==> src/rtl/hazard_stall_controller_if.sv <==
// ---------------------------------------------------------------------------
// hazard_stall_controller_if
// Groups the pipeline-side signals of the hazard/stall controller.
//   master : pipeline/datapath side. It drives register ids, decoded control
//            and dmem_ready, and it receives stall/flush/forward/dmem_req.
//   slave  : the hazard_stall_controller itself.
// Signal names follow the datapath's own naming (Rs1D, RdE, ...), so that the
// wiring in the core top stays one-to-one with the datapath.
// ---------------------------------------------------------------------------
interface hazard_stall_controller_if #(
  parameter int CNT_W = 32
);
  // decode / execute / memory / writeback register ids
  logic [4:0]       Rs1D, Rs2D;
  logic [4:0]       Rs1E, Rs2E;
  logic [4:0]       RdE, RdM, RdW;
  // decoded control carried down the pipe
  logic             ResultSrcE0;
  logic             RegWriteM, RegWriteW;
  logic             PCSrcE;
  logic             MemAccessM;
  // data memory handshake
  logic             dmem_ready;
  logic             dmem_req;
  // pipeline control
  logic             StallF, StallD, StallE, StallM;
  logic             FlushD, FlushE, FlushW;
  logic [1:0]       ForwardAE, ForwardBE;
  // status
  logic             bus_err;
  logic [CNT_W-1:0] stall_cycles;

  modport master (
    output Rs1D, Rs2D, Rs1E, Rs2E, RdE, RdM, RdW,
    output ResultSrcE0, RegWriteM, RegWriteW, PCSrcE, MemAccessM, dmem_ready,
    input  dmem_req, StallF, StallD, StallE, StallM, FlushD, FlushE, FlushW,
    input  ForwardAE, ForwardBE, bus_err, stall_cycles
  );

  modport slave (
    input  Rs1D, Rs2D, Rs1E, Rs2E, RdE, RdM, RdW,
    input  ResultSrcE0, RegWriteM, RegWriteW, PCSrcE, MemAccessM, dmem_ready,
    output dmem_req, StallF, StallD, StallE, StallM, FlushD, FlushE, FlushW,
    output ForwardAE, ForwardBE, bus_err, stall_cycles
  );
endinterface

==> src/rtl/hazard_stall_controller.sv <==
// ---------------------------------------------------------------------------
// hazard_stall_controller
// This is the pipeline sequencer for the 5-stage RV32 core. It generates:
//   - the EX operand forwarding selects (00 RF, 01 WB, 10 MEM),
//   - the stage stall and flush enables for load-use, taken branch and dmem
//     wait states,
//   - the data-memory request handshake, with a wait-state timeout that
//     raises a sticky bus error,
//   - a saturating counter of stalled cycles.
// Ports:
//   clk  : core clock, rising edge
//   rst  : asynchronous reset, active-high
//   hz   : hazard_stall_controller_if.slave. It carries the register ids and
//          decoded control in, and the stall/flush/forward/dmem_req,
//          bus_err and stall_cycles out.
// Parameters:
//   TIMEOUT : maximum number of cycles an access may wait for dmem_ready
//             (must be >= 2)
//   CNT_W   : width of stall_cycles. It must match the interface's CNT_W.
// ---------------------------------------------------------------------------

// Forwarding select for one EX source operand. The MEM stage beats the WB
// stage because MEM holds the younger write to the same register.
module hazard_fwd_sel (
  input  logic [4:0] i_rs,
  input  logic [4:0] i_rd_m,
  input  logic [4:0] i_rd_w,
  input  logic       i_wr_m,
  input  logic       i_wr_w,
  output logic [1:0] o_sel
);
  always_comb begin
    o_sel = 2'b00;
    if (i_wr_m && (i_rd_m != 5'd0) && (i_rd_m == i_rs))
      o_sel = 2'b10;
    else if (i_wr_w && (i_rd_w != 5'd0) && (i_rd_w == i_rs))
      o_sel = 2'b01;
  end
endmodule

module hazard_stall_controller #(
  parameter int TIMEOUT = 16,
  parameter int CNT_W   = 32
) (
  input  logic                        clk,
  input  logic                        rst,
  hazard_stall_controller_if.slave    hz
);

  localparam int NUM_OPS = 2;
  localparam int WAIT_W  = $clog2(TIMEOUT + 1);

  typedef enum logic [1:0] {
    S_IDLE = 2'd0,
    S_BUSY = 2'd1,
    S_ERR  = 2'd2
  } state_t;

  // ---------------------------------------------------------------------
  // Forwarding: one selector per EX source operand
  // ---------------------------------------------------------------------
  logic [NUM_OPS-1:0][4:0] w_rs_e;
  logic [NUM_OPS-1:0][1:0] w_fwd;

  assign w_rs_e[0] = hz.Rs1E;
  assign w_rs_e[1] = hz.Rs2E;

  for (genvar g = 0; g < NUM_OPS; g++) begin : g_fwd
    hazard_fwd_sel u_fwd (
      .i_rs   (w_rs_e[g]),
      .i_rd_m (hz.RdM),
      .i_rd_w (hz.RdW),
      .i_wr_m (hz.RegWriteM),
      .i_wr_w (hz.RegWriteW),
      .o_sel  (w_fwd[g])
    );
  end

  assign hz.ForwardAE = w_fwd[0];
  assign hz.ForwardBE = w_fwd[1];

  // ---------------------------------------------------------------------
  // Load-use hazard: the load in EX has not fetched its data in time for
  // the dependent instruction in DE.
  // ---------------------------------------------------------------------
  logic w_lw_stall;
  assign w_lw_stall = hz.ResultSrcE0 && (hz.RdE != 5'd0) &&
                      ((hz.RdE == hz.Rs1D) || (hz.RdE == hz.Rs2D));

  // ---------------------------------------------------------------------
  // Data-memory access FSM
  // ---------------------------------------------------------------------
  state_t            r_state, w_state_nxt;
  logic [WAIT_W-1:0] r_wait_cnt, w_wait_nxt;
  logic              r_bus_err, w_bus_err_nxt;
  logic              w_dmem_req;
  logic              w_mem_stall;

  always_ff @(posedge clk or posedge rst) begin
    if (rst) begin
      r_state    <= S_IDLE;
      r_wait_cnt <= '0;
      r_bus_err  <= 1'b0;
    end else begin
      r_state    <= w_state_nxt;
      r_wait_cnt <= w_wait_nxt;
      r_bus_err  <= w_bus_err_nxt;
    end
  end

  always_comb begin
    w_state_nxt   = r_state;
    w_wait_nxt    = r_wait_cnt;
    w_bus_err_nxt = r_bus_err;
    w_dmem_req    = 1'b0;
    w_mem_stall   = 1'b0;
    case (r_state)
      S_IDLE: begin
        w_dmem_req  = hz.MemAccessM;
        w_mem_stall = hz.MemAccessM && !hz.dmem_ready;
        // A zero-wait access completes here without leaving IDLE. The
        // first wait cycle is the IDLE cycle itself, so the counter
        // enters BUSY already at 1.
        if (hz.MemAccessM && !hz.dmem_ready) begin
          w_state_nxt = S_BUSY;
          w_wait_nxt  = WAIT_W'(1);
        end
      end
      S_BUSY: begin
        w_dmem_req  = hz.MemAccessM;
        w_mem_stall = hz.MemAccessM && !hz.dmem_ready;
        if (hz.dmem_ready) begin
          w_state_nxt = S_IDLE;
          w_wait_nxt  = '0;
        end else if (r_wait_cnt == WAIT_W'(TIMEOUT - 1)) begin
          // This is the TIMEOUT-th cycle without ready, so the access is abandoned.
          w_state_nxt   = S_ERR;
          w_bus_err_nxt = 1'b1;
        end else begin
          w_wait_nxt = r_wait_cnt + 1'b1;
        end
      end
      S_ERR: begin
        // ERR is terminal: the pipeline stays frozen until reset, so the
        // fault is never silently skipped.
        w_mem_stall = 1'b1;
      end
      default: begin
        w_state_nxt = S_IDLE;
        w_wait_nxt  = '0;
      end
    endcase
  end

  assign hz.dmem_req = w_dmem_req;
  assign hz.bus_err  = r_bus_err;

  // ---------------------------------------------------------------------
  // Stall / flush priority: memStall > PCSrcE > lwStall.
  // During a memory stall EX is frozen. Any pending redirect or load-use
  // is re-evaluated once the access releases.
  // ---------------------------------------------------------------------
  logic w_stall_f, w_stall_d, w_stall_e, w_stall_m;
  logic w_flush_d, w_flush_e, w_flush_w;

  always_comb begin
    w_stall_f = 1'b0;
    w_stall_d = 1'b0;
    w_stall_e = 1'b0;
    w_stall_m = 1'b0;
    w_flush_d = 1'b0;
    w_flush_e = 1'b0;
    w_flush_w = 1'b0;
    if (w_mem_stall) begin
      w_stall_f = 1'b1;
      w_stall_d = 1'b1;
      w_stall_e = 1'b1;
      w_stall_m = 1'b1;
      // WB gets a bubble so that the stalled MEM result is not written twice.
      w_flush_w = 1'b1;
    end else if (hz.PCSrcE) begin
      w_flush_d = 1'b1;
      w_flush_e = 1'b1;
    end else if (w_lw_stall) begin
      w_stall_f = 1'b1;
      w_stall_d = 1'b1;
      w_flush_e = 1'b1;
    end
  end

  assign hz.StallF = w_stall_f;
  assign hz.StallD = w_stall_d;
  assign hz.StallE = w_stall_e;
  assign hz.StallM = w_stall_m;
  assign hz.FlushD = w_flush_d;
  assign hz.FlushE = w_flush_e;
  assign hz.FlushW = w_flush_w;

  // ---------------------------------------------------------------------
  // Stall performance counter. It saturates instead of wrapping, so that a
  // long ERR hang reads as "a lot" rather than as a small number.
  // ---------------------------------------------------------------------
  logic [CNT_W-1:0] r_stall_cycles;

  always_ff @(posedge clk or posedge rst) begin
    if (rst)
      r_stall_cycles <= '0;
    else if ((w_mem_stall || w_stall_f) && (r_stall_cycles != {CNT_W{1'b1}}))
      r_stall_cycles <= r_stall_cycles + 1'b1;
  end

  assign hz.stall_cycles = r_stall_cycles;

endmodule

==> src/flat_wrapper.sv <==
// flat-port wrapper written by rule: the top's interface ports become plain ports
module hazard_stall_controller_flat 
#(
  parameter int TIMEOUT = 16,
  parameter int CNT_W   = 32
)
  (clk, rst, hz_Rs1D, hz_Rs2D, hz_Rs1E, hz_Rs2E, hz_RdE, hz_RdM, hz_RdW, hz_ResultSrcE0, hz_RegWriteM, hz_RegWriteW, hz_PCSrcE, hz_MemAccessM, hz_dmem_ready, hz_dmem_req, hz_StallF, hz_StallD, hz_StallE, hz_StallM, hz_FlushD, hz_FlushE, hz_FlushW, hz_ForwardAE, hz_ForwardBE, hz_bus_err, hz_stall_cycles);
  hazard_stall_controller_if #(.CNT_W(CNT_W)) hz_i ();
  input  logic clk;
  input  logic rst;
  input wire logic [$bits(hz_i.Rs1D)-1:0] hz_Rs1D;
  input wire logic [$bits(hz_i.Rs2D)-1:0] hz_Rs2D;
  input wire logic [$bits(hz_i.Rs1E)-1:0] hz_Rs1E;
  input wire logic [$bits(hz_i.Rs2E)-1:0] hz_Rs2E;
  input wire logic [$bits(hz_i.RdE)-1:0] hz_RdE;
  input wire logic [$bits(hz_i.RdM)-1:0] hz_RdM;
  input wire logic [$bits(hz_i.RdW)-1:0] hz_RdW;
  input wire logic [$bits(hz_i.ResultSrcE0)-1:0] hz_ResultSrcE0;
  input wire logic [$bits(hz_i.RegWriteM)-1:0] hz_RegWriteM;
  input wire logic [$bits(hz_i.RegWriteW)-1:0] hz_RegWriteW;
  input wire logic [$bits(hz_i.PCSrcE)-1:0] hz_PCSrcE;
  input wire logic [$bits(hz_i.MemAccessM)-1:0] hz_MemAccessM;
  input wire logic [$bits(hz_i.dmem_ready)-1:0] hz_dmem_ready;
  output wire logic [$bits(hz_i.dmem_req)-1:0] hz_dmem_req;
  output wire logic [$bits(hz_i.StallF)-1:0] hz_StallF;
  output wire logic [$bits(hz_i.StallD)-1:0] hz_StallD;
  output wire logic [$bits(hz_i.StallE)-1:0] hz_StallE;
  output wire logic [$bits(hz_i.StallM)-1:0] hz_StallM;
  output wire logic [$bits(hz_i.FlushD)-1:0] hz_FlushD;
  output wire logic [$bits(hz_i.FlushE)-1:0] hz_FlushE;
  output wire logic [$bits(hz_i.FlushW)-1:0] hz_FlushW;
  output wire logic [$bits(hz_i.ForwardAE)-1:0] hz_ForwardAE;
  output wire logic [$bits(hz_i.ForwardBE)-1:0] hz_ForwardBE;
  output wire logic [$bits(hz_i.bus_err)-1:0] hz_bus_err;
  output wire logic [$bits(hz_i.stall_cycles)-1:0] hz_stall_cycles;
  assign hz_i.Rs1D = hz_Rs1D;
  assign hz_i.Rs2D = hz_Rs2D;
  assign hz_i.Rs1E = hz_Rs1E;
  assign hz_i.Rs2E = hz_Rs2E;
  assign hz_i.RdE = hz_RdE;
  assign hz_i.RdM = hz_RdM;
  assign hz_i.RdW = hz_RdW;
  assign hz_i.ResultSrcE0 = hz_ResultSrcE0;
  assign hz_i.RegWriteM = hz_RegWriteM;
  assign hz_i.RegWriteW = hz_RegWriteW;
  assign hz_i.PCSrcE = hz_PCSrcE;
  assign hz_i.MemAccessM = hz_MemAccessM;
  assign hz_i.dmem_ready = hz_dmem_ready;
  assign hz_dmem_req = hz_i.dmem_req;
  assign hz_StallF = hz_i.StallF;
  assign hz_StallD = hz_i.StallD;
  assign hz_StallE = hz_i.StallE;
  assign hz_StallM = hz_i.StallM;
  assign hz_FlushD = hz_i.FlushD;
  assign hz_FlushE = hz_i.FlushE;
  assign hz_FlushW = hz_i.FlushW;
  assign hz_ForwardAE = hz_i.ForwardAE;
  assign hz_ForwardBE = hz_i.ForwardBE;
  assign hz_bus_err = hz_i.bus_err;
  assign hz_stall_cycles = hz_i.stall_cycles;
  hazard_stall_controller #(.TIMEOUT(TIMEOUT), .CNT_W(CNT_W)) u_core (.clk(clk), .rst(rst), .hz(hz_i));
endmodule
==> config.mk <==
export PLATFORM = sky130hd
export DESIGN_NAME = hazard_stall_controller_flat
export DESIGN_NICKNAME = d
export VERILOG_FILES = /design/src/rtl/hazard_stall_controller_if.sv /design/src/rtl/hazard_stall_controller.sv /design/src/flat_wrapper.sv
export SDC_FILE = /design/constraint.sdc
export NUM_CORES = 1
export LEC_CHECK = 0
export CAP_MARGIN = 20
export CORE_UTILIZATION = 40
export DETAILED_ROUTE_END_ITERATION = 12
export GPL_TIMING_DRIVEN = 0
export PLACE_DENSITY = 0.77
export SYNTH_ARGS = -nofsm -noshare
export SYNTH_HDL_FRONTEND = slang
export SYNTH_SLANG_ARGS = --single-unit
==> constraint.sdc <==
create_clock -name clk -period 5.3 [get_ports clk]
set_input_delay 1.06 -clock clk [delete_from_list [all_inputs] [get_ports clk]]
set_output_delay 1.06 -clock clk [all_outputs]
set_load 0.05 [all_outputs]
==> flow_summary.toml <==
[power]
p_comb_share_pct = 31.0
finalPower_uw = 802
ir_worst_vdd_v = 0.000187
switchingPower_uw = 280
switching_share_pct = 35.0
p_seq_share_pct = 44.9
powerDensity_mw_per_mm2 = 231
p_leak_uw = 0.00146
p_int_uw = 521
p_clk_share_pct = 24.1

[timing]
worst_slew_pin_slew_ps = 830
timing.fmax_mhz = 213
rsz0062_at_grt = "no"
period_minus_slack_ps = 4690
setup_ws_ps = 615
min_period_over_period_pct = 88.4
slew_headroom_pct = 44.6
setup_viol = 0
drv_slew = 0
tns_ps = 0
skew_ps = 10.5
hold_violations = 0

[clocking]
cts_setup_buffers = 0
clk_pin_slew_ps = 80
worstSkewPairLatency_ps = 300
cts_sinks = 40
cts_resized = 0
clockBufferDepth = 2
postCtsHoldBufs = 0
cts_tree = "yes"
clockRootBuffer = "clkbuf_8"
cts_max_level = 2
numCtsBuffers = 5

[outcome]
run_status = "complete, no violations"

[floorplanning]
coreArea_mm2 = 0.00568
boundaryPins = 88
die_area_mm2 = 0.00638
start_util_pct = 42.7
rows = 27
die_w_um = 79.9
chipHeight_um = 79.9

[placed_design]
gp_congestion = 0.790
place_ws_ps = 620
dp_hpwl_um = 4400
dpl_cell_area_mm2 = 0.00339
port-buffer-count = 87

[layout]
layout-drive-gt1-share_pct = 7.00
final_common_cell = "clkdlybuf4s50_1"
n_fill_cell = 495
fin_area_mm2 = 0.00347
utilization_pct = 61.1
area_growth_pct = 43.0
layout_common_cells = "87 x clkdlybuf4s50_1, 40 x dfrtp_1, 32 x xor2_1, 31 x xnor2_1, 28 x nand2_1"
n_antenna_cell = 0
nets = 389

[global_routing]
grt_pass1_vias = 2030
antenna_found_initial = 0
gr-total-overflow = 0
grt_util_all_layers_pct = 18.5
grt_max_degree = 41
grt_pass1_wl_um = 9400

[logic_synthesis]
yosys.area_share.adder_pct = 1.55
synth_area_mm2 = 0.00242
synth_top_area_cell = "dfrtp_1"
synth_area_leaders = "dfrtp_1 41%, xor2_1 12%, xnor2_1 11%, nand2_1 4.3%, nand3_1 3.3%"
synth-simple-area-share_pct = 24.9
synth_ff_type = "dfrtp_1"
synthMuxAreaShare_pct = 0.413
syn-mean-instance-area_um2 = 9.74
netlist_instances = 249
synth_top_area_share_pct = 41.3
async_reset_ff_share_pct = 100
yosysSeqAreaShare_pct = 41.3
synth_edf_count = 0
synth_compound_area_share_pct = 5.68
synthDistinctLibCells = 40
synth_top_family_by_area = "simple AND/OR/NAND/NOR gates"
ys_warn_count = 0
yosys_register_bits = 40
synth_nets = 295
synth_xor_area_share_pct = 22.8

[hold_path]
hold_class = "reg2reg"

[flow_run]
cap_viol_max_count = 0

[routing]
wire_per_inst_um = 13.8
firstDrtPassIters = 4
routed_wl_um = 5740
drcViolationCount = 0
drtIter0Drc = 137
vias_per_cell = 5.27
num_vias = 2185
postRouteAntennaNets = 0

[setup_path]
arrival_ps = 3630
crit_path_end_kind = "output pin"
crit_required_ps = 4240
crit_fanout = 3
path_class = "in2out"
critical_path.startpoint_type = "input port"
[registers in the layout, summed over array words and instances (netlist names)]
register	flops
u_core.hz.stall_cycles	32
u_core.r_wait_cnt	5
u_core.r_state	2
u_core.hz.bus_err	1
[Yosys cell counts (2+ instances only)]
cell type  instances
a21oi_1            3
nor2_1             6
inv_1              7
clkbuf_1           2
buf_6              2
xor2_1            32
ha_1               3
nand3_1           16
and3_2             2
and3_1             4
nor3b_1            2
and4_1             3
o22ai_1            5
o21ai_0            4
xnor2_1           31
nand2b_1           2
and4_2             2
nand2_1           28
buf_4              3
nor4_1             7
or4_1              6
nor3_1            13
nor2b_1            3
nand4_1            8
dfrtp_1           40
[final timing paths]
check                                     startpoint                    endpoint  slack (ps)  depth (start not counted)
max                                        hz_RdM[0]             hz_ForwardAE[0]         610                          6
min                                u_core.hz.bus_err           u_core.hz.bus_err         480                          1
max reg2reg                u_core.hz.stall_cycles[0]  u_core.hz.stall_cycles[29]        2780                          8
min reg2reg                        u_core.hz.bus_err           u_core.hz.bus_err         480                          1
max in group asynchronous                        rst  u_core.hz.stall_cycles[27]        3510                          2
min in group asynchronous                        rst  u_core.hz.stall_cycles[20]        1250                          2
[area by class of cell]
| cell class | instances | area, µm² | share of cell area (%) |
|---|---|---|---|
| Multi-Input combinational cell | 194 | 1340 | 38.7 |
| Sequential cell | 40 | 1000 | 28.9 |
| Timing Repair Buffer | 87 | 871 | 25.1 |
| Tap cell | 72 | 90.1 | 2.60 |
| Clock buffer | 5 | 68.8 | 1.98 |
| Buffer | 8 | 57.6 | 1.66 |
| Inverter | 7 | 26.3 | 0.758 |
| Clock inverter | 2 | 12.5 | 0.361 |
[worst max-delay path: stages]
cell and delay (ps):
clkdlybuf4s50_1 470, or4_1 530, o21ai_0 240, nor4_1 120, nor4_1 330, clkdlybuf4s50_1 870
[power groups by stage]
stage | clock, µW | combinational (µW) | sequential (µW)
global route | 211 | 266 | 364
global placement | 0 | 248 | 364
CTS | 198 | 251 | 359
floorplan | 0 | 92.5 | 420
finish | 193 | 249 | 360
detailed placement | 0 | 250 | 365
[metrics by stage]
| step | hold WS [ps] | cells |
|---|---|---|
| after floorplan | 494 | 249 |
| after global placement | 457 | 408 |
| after detailed placement | 456 | 408 |
| after CTS | 481 | 415 |
| after global routing | 511 | 415 |
| final | 478 | 415 |
[kinds of logic (layout without fill, tap and decap cells)]
kind of cell | after synthesis | after routing
buffers and inverters | 15 | 109
AND/OR/NAND/NOR | 109 | 109
XOR/XNOR | 63 | 63
AO/OA/AOI/OAI | 18 | 18
flip-flops | 40 | 40
adder cells (fa/ha/maj) | 3 | 3
multiplexers | 1 | 1
[metal layers]
layer / vias up / wire length (µm) / GRT usage (%)
li1: 1058 / - / -
met1: 1052 / 2600 / 24.3
met2: 68 / 2740 / 30.5
met3: 7 / 319 / 3.66
met4: 0 / 78 / 5.89
met5: - / 0 / 0
(Power assumes the default switching activity.)
